## config.mk

```make
export PLATFORM = sky130hd
export DESIGN_NAME = uart_alu_sequencer
export DESIGN_NICKNAME = d
export VERILOG_FILES = /design/src/rtl/uart_alu_sequencer.sv
export SDC_FILE = /design/constraint.sdc
export NUM_CORES = 1
export LEC_CHECK = 0
export BUFFER_PORTS_ARGS = -buffer_cell sky130_fd_sc_hd__buf_2
export CORE_ASPECT_RATIO = 1.2
export CORE_MARGIN = 2
export CORE_UTILIZATION = 39
export DETAILED_ROUTE_END_ITERATION = 16
export HOLD_SLACK_MARGIN = 0.08
export PLACE_DENSITY = 0.63
export SLEW_MARGIN = 15
export SYNTH_ARGS = -nofsm -noshare
export SYNTH_HDL_FRONTEND = slang
export SYNTH_SLANG_ARGS = --single-unit
```

## constraint.sdc

```tcl
create_clock -name i_clk -period 3.7 [get_ports i_clk]
set_clock_uncertainty 0.15 [all_clocks]
set_input_delay 0.555 -clock i_clk [delete_from_list [all_inputs] [get_ports i_clk]]
set_output_delay 0.555 -clock i_clk [all_outputs]
set_load 0.01 [all_outputs]
```

## src/rtl/uart_alu_sequencer.sv

```systemverilog
// Command sequencer between UART RX/TX and a combinational ALU: buffers RX words,
// frames them as A, B, OP, waits out the ALU latency and hands the result to TX.
module uart_alu_sequencer #(
  parameter int N_DATA         = 8,
  parameter int NB_OPERATION   = 6,
  parameter int PARITY_CHECK   = 1,
  parameter int N_WORD_BUFFER  = 4,
  parameter int ALU_LATENCY    = 1,
  parameter int TIMEOUT_CYCLES = 1024
) (
  input  logic                           i_clk,
  input  logic                           i_rst,
  input  logic [N_DATA+PARITY_CHECK-1:0] i_rx_data,
  input  logic                           i_rx_done,
  output logic [N_DATA-1:0]              o_alu_data_a,
  output logic [N_DATA-1:0]              o_alu_data_b,
  output logic [NB_OPERATION-1:0]        o_alu_data_op,
  input  logic [N_DATA-1:0]              i_alu_data,
  output logic [N_DATA-1:0]              o_tx_data,
  output logic                           o_tx_start,
  input  logic                           i_tx_done,
  output logic                           o_rx_overflow,
  output logic                           o_parity_err,
  output logic                           o_timeout,
  output logic                           o_busy
);

  localparam int W  = N_DATA + PARITY_CHECK;
  localparam int AW = $clog2(N_WORD_BUFFER);
  localparam int LW = $clog2(ALU_LATENCY + 1);
  localparam int TW = $clog2(TIMEOUT_CYCLES + 1);

  typedef enum logic [2:0] {
    WAIT_A, WAIT_B, WAIT_OP, EXEC, SEND, SEND_WAIT
  } state_e;

  state_e                  state_q;
  logic [W-1:0]            mem_q [N_WORD_BUFFER];
  logic [AW:0]             wrPtr_q, wrPtr_d, rdPtr_q, rdPtr_d;
  logic [LW-1:0]           latCnt_q;
  logic [TW-1:0]           idleCnt_q;
  logic [N_DATA-1:0]       aluA_q, aluB_q, txData_q;
  logic [NB_OPERATION-1:0] aluOp_q;
  logic                    overflow_q, parityErr_q, timeout_q;

  logic                    empty, full, pop, push, parityOk;
  logic [W-1:0]            head;
  logic [N_DATA-1:0]       payload;

  // Pointers carry one extra wrap bit so full and empty can be told apart.
  assign empty    = (wrPtr_q == rdPtr_q);
  assign full     = (wrPtr_q[AW] != rdPtr_q[AW]) && (wrPtr_q[AW-1:0] == rdPtr_q[AW-1:0]);
  assign pop      = !empty && (state_q inside {WAIT_A, WAIT_B, WAIT_OP});
  assign push     = i_rx_done && (!full || pop);
  assign head     = mem_q[rdPtr_q[AW-1:0]];
  assign payload  = head[N_DATA-1:0];
  assign parityOk = (PARITY_CHECK == 0) || !(^head);

  always_comb begin
    wrPtr_d = wrPtr_q;
    rdPtr_d = rdPtr_q;
    if (push) wrPtr_d = wrPtr_q + (AW+1)'(1);
    if (pop)  rdPtr_d = rdPtr_q + (AW+1)'(1);
  end

  always_ff @(posedge i_clk) begin
    if (push) mem_q[wrPtr_q[AW-1:0]] <= i_rx_data;
  end

  always_ff @(posedge i_clk or negedge i_rst) begin
    if (!i_rst) begin
      wrPtr_q    <= '0;
      rdPtr_q    <= '0;
      overflow_q <= 1'b0;
    end else begin
      wrPtr_q    <= wrPtr_d;
      rdPtr_q    <= rdPtr_d;
      overflow_q <= i_rx_done && full && !pop;
    end
  end

  always_ff @(posedge i_clk or negedge i_rst) begin
    if (!i_rst) begin
      state_q     <= WAIT_A;
      latCnt_q    <= '0;
      idleCnt_q   <= '0;
      aluA_q      <= '0;
      aluB_q      <= '0;
      aluOp_q     <= '0;
      txData_q    <= '0;
      parityErr_q <= 1'b0;
      timeout_q   <= 1'b0;
    end else begin
      parityErr_q <= 1'b0;
      timeout_q   <= 1'b0;
      case (state_q)
        WAIT_A: begin
          if (pop) begin
            if (!parityOk) begin
              parityErr_q <= 1'b1;
            end else begin
              aluA_q    <= payload;
              idleCnt_q <= '0;
              state_q   <= WAIT_B;
            end
          end
        end
        WAIT_B, WAIT_OP: begin
          // A pop always beats the idle limit, so parity errors win over timeouts.
          if (pop) begin
            idleCnt_q <= '0;
            if (!parityOk) begin
              parityErr_q <= 1'b1;
              state_q     <= WAIT_A;
            end else if (state_q == WAIT_B) begin
              aluB_q  <= payload;
              state_q <= WAIT_OP;
            end else begin
              aluOp_q  <= payload[NB_OPERATION-1:0];
              latCnt_q <= '0;
              state_q  <= EXEC;
            end
          end else if (idleCnt_q == TW'(TIMEOUT_CYCLES - 1)) begin
            idleCnt_q <= '0;
            timeout_q <= 1'b1;
            state_q   <= WAIT_A;
          end else begin
            idleCnt_q <= idleCnt_q + TW'(1);
          end
        end
        EXEC: begin
          if (latCnt_q == LW'(ALU_LATENCY - 1)) begin
            txData_q <= i_alu_data;
            state_q  <= SEND;
          end else begin
            latCnt_q <= latCnt_q + LW'(1);
          end
        end
        SEND:      state_q <= SEND_WAIT;
        SEND_WAIT: if (i_tx_done) state_q <= WAIT_A;
        default:   state_q <= WAIT_A;
      endcase
    end
  end

  assign o_alu_data_a  = aluA_q;
  assign o_alu_data_b  = aluB_q;
  assign o_alu_data_op = aluOp_q;
  assign o_tx_data     = txData_q;
  assign o_tx_start    = (state_q == SEND);
  assign o_busy        = (state_q inside {EXEC, SEND, SEND_WAIT});
  assign o_rx_overflow = overflow_q;
  assign o_parity_err  = (PARITY_CHECK != 0) && parityErr_q;
  assign o_timeout     = timeout_q;

endmodule
```

## Yosys cells after proc, flatten, opt, wreduce, memory -nomap -nowiden

Memory sizes are Yosys's and may differ from the RTL's.
Index checks and enable logic that the tools add are counted.

- $add $sub $neg: 4
- $mul: 0
- Div/mod/pow operators: 0
- Order comparisons: 0
- Equal/unequal tests: 17
- Shift-type cells: 0
- Mux-type cells: 27
- Bitwise logic cells: 3
- Reductions and logical operators: 24

Operator list:

| operator | number |
|---|---|
| 2-to-1 mux 11 bit | 4 |
| case mux 11 bit (2 select lines) | 1 |
| 2-to-1 mux 3 bit | 6 |
| case mux 3 bit (5 select lines) | 1 |
| != test 2 bit (second input constant) | 7 |
| 2-to-1 mux 1 bit | 13 |
| AND reduction 4 bit | 3 |
| adder 11 x 1 -> 11 bit (second input constant) | 1 |
| equality test 11 x 10 -> 1 bit (second input constant) | 1 |
| parity 9 bit | 1 |
| adder 3 x 1 -> 3 bit (second input constant) | 2 |
| equality test 3 x 2 -> 1 bit (second input constant) | 2 |
| equality test 3 bit (second input constant) | 2 |
| AND reduction 3 bit | 2 |
| nonzero test 3 bit | 2 |
| logical AND 1 bit | 5 |
| AND reduction 5 bit | 1 |
| nonzero test 2 bit | 2 |
| equality test 3 x 1 -> 1 bit (second input constant) | 1 |
| equality test 3 bit | 1 |
| logical NOT 1 bit | 3 |
| logical NOT 3 bit | 1 |
| != test 3 bit (second input constant) | 1 |
| inverter 1 bit | 3 |
| other kinds (9) | 9 |

- Bits in registers: 54
- Bits in latches: 0
- Bits in writable memories: 36
- Bits in read-only memories: 0
- Output and inout port bits: 35
- Memories kept: 1

Memory list:

| name | depth | width | rd ports | clocked after Yosys merged registers in | write ports | line | source |
|---|---|---|---|---|---|---|---|
| mem_q | 4 | 9 | 1 | 0 | 1 | 38 | `logic [W-1:0] mem_q [N_WORD_BUFFER];` |

## Depth between registers and ports, before layout

Gate-level depths: netlist of the first run.

- Word-level depth: 7
- Depth in mapped cells: 8
- Mapped depth without buffers: 7

## Least setup slack after synthesis of the first run

No wires, ideal clock.

- Path type: register -> register
- From: register rdPtr_q[0]
- To: register aluA_q[0] (netlist: o_alu_data_a[0])
- Library setup time: 125 ps
- Arrival: 2850 ps
- Data required time: 3425 ps
- Slack: 575 ps
- Cell stages (with the launch flop): 9
- Path buffers: 2
- Clock period less this slack: 3125 ps
- Cells stage by stage: dfrtp_1 -> buf_6 -> mux4_1 -> xnor2_1 -> xnor3_2 -> mux2i_4 -> or4_1 -> buf_6 -> mux2_4

- Word-level cells in the longest chain between the ends: 4
- Elaborated cells on any way between the ends: 7
- Classes of those cells: eq/ne: 1; bitwise: 1; reduce/logical: 4; memory: 1

Ends and longest elaborated chain:

| element | line | source |
|---|---|---|
| from (decl) | 39 | `logic [AW:0] wrPtr_q, wrPtr_d, rdPtr_q, rdPtr_d;` |
| from (signal assigned) | 77 | `rdPtr_q <= rdPtr_d;` |
| memory read (4 x 9 bit) / equality test 3 bit (equally long branches) | -- |  |
| parity 9 bit / logical NOT 1 bit (equally long branches) | 57, 53 |  |
| inverter 1 bit (no source line) / logical AND 1 bit (equally long branches) | -- |  |
| AND reduction 3 bit (no source line) | -- |  |
| to (signal assigned) | 102 | `aluA_q <= payload;` |
| to (decl) | 42 | `logic [N_DATA-1:0] aluA_q, aluB_q, txData_q;` |

Several ways; a longest one is shown, not always the timed one.
A chain may end at the register's enable or synchronous reset.

## Worst setup path after layout of the first run

- From: register rdPtr_q[0]
- To: register aluOp_q[5] (netlist: o_alu_data_op[5])

- Word-level cells in the longest chain between the ends: 4
- Elaborated cells on any way between the ends: 7
- Classes of those cells: eq/ne: 1; bitwise: 1; reduce/logical: 4; memory: 1

Ends and longest elaborated chain:

| element | line | source |
|---|---|---|
| memory read (4 x 9 bit) / equality test 3 bit (equally long branches) | -- |  |
| parity 9 bit / logical NOT 1 bit (equally long branches) | 57, 53 |  |
| inverter 1 bit (no source line) / logical AND 1 bit (equally long branches) | -- |  |
| AND reduction 4 bit (no source line) | -- |  |
| to (signal assigned) | 119 | `aluOp_q <= payload[NB_OPERATION-1:0];` |
| to (decl) | 43 | `logic [NB_OPERATION-1:0] aluOp_q;` |

Several ways; a longest one is shown, not always the timed one.

==> results.txt, run 1 <==
The detail route stage leaves a number of antenna-violating nets equal to 0. Entering global routing, the biggest net connects 42 pins. The analysis attributes to cell leakage a power of 1.94 nW. The worst setup path is launched from a flip-flop.

The via count normalized by instance count is 4.94, and the number of synthesized flops with an enable pin is 36. The run gives 0 as the number of pins with negative max-slew slack in the final report. The register-to-register setup slack is 330 ps. Clock-pin slew was measured on the worst setup and hold paths at 60 ps.

The via count of the first global-routing pass came out at 2224. The tightest hold path in the finished design has a slack of 198 ps. Wire length per cell: 15.6 um. STA classifies the critical path endpoint as a flip-flop.

Setup repair after global routing left no endpoint under its margin. The die covers 10700 um2. Of the available clock period, the critical path in the final layout requires 91.0%. The run finished with clean final reports. For this run, the post-layout net count is 342. Along the worst path, the maximum fanout reaches 8.

The tools report the number of antenna violations at the first check in global routing as 0. Once the floorplan was initialized, standard cells occupied 40.1% of the core. Setup slack closes at 332 ps. In the final layout, the share of cells above drive strength 1 is 35.9%. The top flip-flop cell by instance count after synthesis was sky130_fd_sc_hd__dfrtp_1. Buffers added to address setup during post-CTS repair amount to 0. The congestion estimate from routability-driven global placement came to 0.779. IR analysis of the VDD net gives a maximum drop of 0.000502 V. Power spread over the standard cell area amounts to 1090 nW/um2.

After detailed routing, the total wire length is 6920 um. sky130_fd_sc_hd__dfrtp_1 takes more of the synthesized area than any other cell. In this run, synthesis produced a sequential element count of 89. Walking the worst path, the cells encountered are mux4_1 > xnor2_1 > xnor3_2 > mux2i_4 > nor4b_4 > mux2_2. The logs give 0 for the reported max-cap violation count and 5050 um for the detailed placement HPWL. The most common cell after layout, fill and taps aside is sky130_fd_sc_hd__buf_2.

The transition time of the tightest slew-check pin is 911 ps, and the worst endpoint data arrival time is 3440 ps. The worst hold path belongs to the class input pin to asynchronous set/reset pin. The run gives 14.2% as the overall global routing resource usage. The number of antenna repair diodes was 0; the clock period minus worst slack was 3370 ps.

TritonCTS built the clock tree. The first TritonRoute pass finished after 4 iterations. The cell count after synthesis came out at 254.

The delay of the slowest cell on the worst path came out at 700 ps. The logs give 0 for the aggregate global routing overflow and 0 for the final setup violation count. The detailed router finished its first iteration with 99 violations. The number of DRC violations after detailed routing was 0; the number of resized instances in the post-cts repair step was 0.

In this run the cell area of the synthesized design comes to 3840 um2. Summing over every cut layer, the via total after detailed routing is 2190. A synthesized cell averages 15.1 um2.

For the number of top-level pins, the log shows 56. The library cells used most frequently in the layout, excluding fill and tap cells, are sky130_fd_sc_hd__buf_2 (55), sky130_fd_sc_hd__dfrtp_1 (53), sky130_fd_sc_hd__edfxtp_1 (36). For this design, the slowest cell found on the critical path is sky130_fd_sc_hd__mux4_1. The clock root buffer is sky130_fd_sc_hd__clkbuf_16. The number of buffers added to fix hold violations after cts was 0; the number of sinks on the clock net was 89.

The tightest slew margin relative to the limit was 39.3%; the horizontal extent of the die was 94.6 um. The number of H-tree levels was 3. For the sequential fraction of the synthesis area, the log shows 62.7%. Counting flops with an async set or reset pin after synthesis yields a share of 59.6%. The run gives 9 as the TritonCTS buffer count. By area the synthesized netlist is led by sky130_fd_sc_hd__dfrtp_1 (35%), sky130_fd_sc_hd__edfxtp_1 (28%), sky130_fd_sc_hd__mux2_2 (6.7%). Adding up every negative setup slack in the final design gives 0 ps.

The maximum clock frequency was 297 MHz; the critical path required time was 3770 ps. The die boundary height is 113 um, and the count of input and output buffers is 55. In this run the deepest clock path goes through 2 buffers. The number of nets in the synthesized netlist is 281. The tools report the number of standard-cell rows in the floorplan as 39. Timing analysis after detailed placement gives a worst setup slack of 159 ps. After floorplanning, the core was sized to cover 9560 um2. The final hold violation count is 0, and the number of distinct standard cells referenced by the synthesized netlist is 41. The depth of the worst register-to-register path was 6. The number of warning messages in the yosys log was 0; the area share of the largest cell type after synthesis was 34.5%.

The first global-routing pass estimated 11200 um of wire. By startpoint and endpoint, the worst setup path is classified as flip-flop to flip-flop. Relative to the synthesized area, the layout overhead comes to 19.0%. The clock reaches the later pin of the worst-skew pair after 340 ps.
per-stage QoR:
step	power [W]	instances	cell area, um2	util [%]
final	0.00497	443	4570	47.8
after global routing	0.00527	443	4570	47.8
after CTS	0.00502	443	4570	47.7
after detailed placement	0.00403	427	4250	44.4
after global placement	0.00398	427	4250	44.4
after floorplan	0.00346	254	3840	-
flip-flops by register name, summed over array words and instances, names as in the netlist:
| signal | flops |
|---|---|
| idleCnt_q | 11 |
| mem_q | 36 |
| o_alu_data_a | 8 |
| o_alu_data_b | 8 |
| o_alu_data_op | 6 |
| o_parity_err | 1 |
| o_rx_overflow | 1 |
| o_timeout | 1 |
| o_tx_data | 8 |
| rdPtr_q | 3 |
| state_q | 3 |
| wrPtr_q | 3 |
worst max-delay path, delay by kind of cell, from the launching register on:
family | cells | cell delay (ps)
simple gates | 1 | 510
flops | 1 | 560
xor+xnor | 2 | 680
mux | 3 | 1340
area by class of cell:
| class | instances | area (um2) |
|---|---|---|
| sequential | 89 | 2410 |
| fill | 833 | 4990 |
| tap | 123 | 154 |
| clock buffer | 10 | 229 |
| multi-input combinational | 146 | 1350 |
| inverter | 10 | 37.5 |
| timing repair buffer | 59 | 305 |
| clock inverter | 6 | 90.1 |
cell families (layout without fill, tap and decap cells):
logic type      count (synthesis)  in the layout  synth area share, %
compound gates                 26             26                 3.91
xor+xnor                       14             14                 3.98
fa+ha+maj                       6              6                 1.95
buf+inv                        19             85                 2.31
flops                          89             89                 62.7
mux                            41             41                 16.1
simple gates                   59             59                 9.03
worst paths after layout:
check | startpoint | end
worst max-delay path | rdPtr_q[0] | o_alu_data_op[5]
worst min-delay path | i_rst | o_rx_overflow
worst max register to register | rdPtr_q[0] | o_alu_data_op[5]
worst min register to register | idleCnt_q[10] | o_timeout
max in group asynchronous | i_rst | o_alu_data_a[7]
min in group i_clk | i_rx_data[6] | mem_q[3][6]
synth_stat cells (all sizes together), types with 4 or more instances:
cell,number
and2,10
buf,4
clkbuf,5
dfrtp,53
edfxtp,36
ha,6
inv,10
mux2,31
mux4,9
nand2,10
nand3,5
nor2,15
o21ai,15
xnor2,8
xor2,4
metal layers:
layer  GRT usage (%)  vias to the layer above  wire (um)
met5               0                        -          0
met3            3.00                       14        284
met4            8.60                        0        223
met2            22.7                       61       3480
li1                -                     1048          -
met1            17.6                     1067       2930
where the power goes:
part / internal [W] / switching, W / total (W)
combinational: 0.00126 / 0.00115 / 0.00241
clock: 0.000595 / 0.000369 / 0.000964
sequential: 0.00138 / 0.000218 / 0.00159
total: 0.00323 / 0.00174 / 0.00497
Note: power is estimated with default switching activity, not from simulation.
==> run 2: changes to the inputs <==
- CORE_UTILIZATION: 39 -> 50
- PLACE_DENSITY: 0.63 -> 0.76
==> results.txt, run 2 (synthesis gave the netlist of run 1 again) <==
The clock passes through at most 2 buffers. Setup repair after global routing left no endpoint under its margin. The leakage power figure came out at 1.88 nW. STA puts the critical path data arrival time at 3530 ps.

Across the run, the number of max-cap violations was 0. Final non-filler cell total: 412. For this design the ratio of total power to cell area is 1040 nW/um2. For this block, the via count after detailed routing is 2203. The critical path startpoint category is a flip-flop.

TritonCTS created 9 clock buffers. Combinational cells account for 51.3% of the total power. The first global-routing pass estimated 10900 um of wire. The critical path is of the flip-flop to flip-flop type. In the final routed layout, each cell accounts on average for 16.3 um. For this run, the top clock speed supported by timing is 291 MHz. The later-pin clock latency in the skew report came out at 360 ps.

Using the TritonRoute via totals, the vias-per-cell ratio works out to 5.35. Entering global routing, the biggest net connects 34 pins. For the number of H-tree levels, the log shows 3.

The run gives 89 as the number of sinks on the clock net. Prior to clock tree synthesis, the placed netlist has a worst setup slack of 130 ps. After the first detailed-routing iteration, the DRC count stood at 127. The setup TNS was 0 ps. STA classifies the critical path endpoint as a flip-flop. The net switching power was 0.00170 W; the internal portion of total power was 0.00287 W. Once detail routing completed, the nets flagged for antenna violations numbered 0.

The growth of design area from synthesis to finish was 14.5%; the last weighted congestion value of the routability-driven placer was 0.734. The die boundary height is 100 um, and the number of standard-cell rows in the floorplan is 35. For the pin with the worst max-slew slack, the measured transition is 737 ps.

The detailed placement HPWL came out at 4900 um. Across the VDD grid, the largest voltage drop is 0.000606 V. After clock tree synthesis, the clock-pin slew on the worst setup and hold paths is 100 ps.

After detailed routing, the number of remaining DRC violations is 0. The share of the clock period used by the worst path is 92.9%, and the tightest slew margin relative to the limit is 50.8%. The share of total power dissipated in sequential elements is 35.0%. The critical path goes through mux4_1 > xnor2_1 > xnor3_2 > mux2i_4 > or4_1 > mux2_4. The overall global routing resource usage came out at 16.9%. Number of antenna violations at the first check in global routing: 0. Final setup violation count: 0. Post-CTS timing repair inserted 0 buffers for setup.

The most common cell after layout, fill and taps aside is sky130_fd_sc_hd__buf_2. The path class of the tightest hold or removal check is input pin to asynchronous set/reset pin. The switching share of power came out at 37.1%. Clock period minus worst slack: 3440 ps.

The number of antenna repair diodes is 0, and the horizontal extent of the die is 84 um. For this run, the slowest stage of the critical path takes 680 ps. The final hold violation count was 0. The number of top-level pins came out at 56. The logs give 0 for the number of pins with negative max-slew slack in the final report and 342 for the number of nets in the layout. Data on the critical path is required at its endpoint by 3790 ps. TritonCTS built the clock tree. The area of the core region came out at 7580 um2. The iteration count of the initial detailed-routing pass was 4; the worst-path maximum fanout was 9. Leaving out fill and tap cells, the most frequent cells in the layout are sky130_fd_sc_hd__buf_2 (55), sky130_fd_sc_hd__dfrtp_1 (52), sky130_fd_sc_hd__edfxtp_1 (36). The tools report the worst slack on hold paths as 102 ps. The aggregate global routing overflow came out at 0.

In this run the tool buffered the top-level ports with 55 buffer cells. The share of total power in the clock network is 13.7%. For the layout filler cell count, the log shows 587. The flip-flop count of the largest register after layout is 36. The die covers 8400 um2. The clock root buffer was sky130_fd_sc_hd__clkbuf_8.

For the least setup slack across all paths after layout, the log shows 263 ps. After detailed placement, the design holds a cell count of 396. The slowest stage of the critical path belongs to the cell sky130_fd_sc_hd__mux4_1. The run gives 50.7% as the effective utilization at floorplan.

The flow ran to the end, and the final reports show no timing, DRC or antenna violations. Via count of the first global-routing pass: 2232. After detailed routing, the total wire length is 6710 um. In the final layout, the share of cells above drive strength 1 is 36.6%.
run 2: critical path, delay by kind of cell, from the launching register on:
family	cells	cell delay, ps
muxes	3	1300
xor gates and xnor gates	2	680
and+or+nand+nor	1	670
DFF	1	520
run 2: worst paths after layout:
path / start / to / slack [ps] / cells after the start
worst max-delay path: rdPtr_q[0] / o_alu_data_a[1] / 260 / 6
worst min-delay path: i_rst / o_timeout / 100 / 1
worst max register to register: rdPtr_q[0] / o_alu_data_a[1] / 260 / 6
worst min register to register: idleCnt_q[10] / o_timeout / 340 / 1
max in group asynchronous: i_rst / o_alu_data_b[1] / 2540 / 2
min in group i_clk: i_rx_data[8] / mem_q[3][8] / 260 / 1
run 2: power by group through the flow:
stage	sequential [W]	clock, W	combinational (W)
floorplan	0.00160	0	0.00186
global placement	0.00161	0	0.00231
detailed placement	0.00163	0	0.00235
CTS	0.00160	0.000639	0.00237
global route	0.00164	0.000683	0.00254
finish	0.00160	0.000625	0.00234
run 2: layout make-up:
| type | instances | area (um2) | area share (%) |
|---|---|---|---|
| sequential | 89 | 2410 | 54.8 |
| tap | 92 | 115 | 2.62 |
| clock buffer | 9 | 124 | 2.82 |
| timing repair buffer | 59 | 305 | 6.95 |
| clock inverter | 7 | 61.3 | 1.39 |
| inverter | 10 | 37.5 | 0.854 |
| multi-input combinational | 146 | 1340 | 30.6 |
run 2: metrics by stage:
stage	util [%]	power (W)	cell area [um2]
6_report	58.0	0.00457	4400
5_1_grt	58.0	0.00486	4400
4_1_cts	58.0	0.00462	4390
3_5_place_dp	55.6	0.00398	4210
3_3_place_gp	55.6	0.00392	4210
2_1_floorplan	-	0.00346	3840
run 2: timing repair:
item / in CTS / in global routing
gates resized for setup: 0 / 1
endpoints found under the hold margin: 0 / 0
hold buffers: 0 / 0
endpoints found under the setup margin: 0 / 8
run 2: metal layers:
| metal | wire (um) | up-vias | share of wire (%) | global-route usage (%) |
|---|---|---|---|---|
| met1 | 2980 | 1101 | 44 | 21.6 |
| met4 | 94 | 0 | 1.4 | 5.96 |
| met5 | 0 | - | 0 | 0 |
| li1 | - | 1044 | - | - |
| met3 | 270 | 7 | 4.0 | 4.93 |
| met2 | 3370 | 51 | 50 | 27.9 |
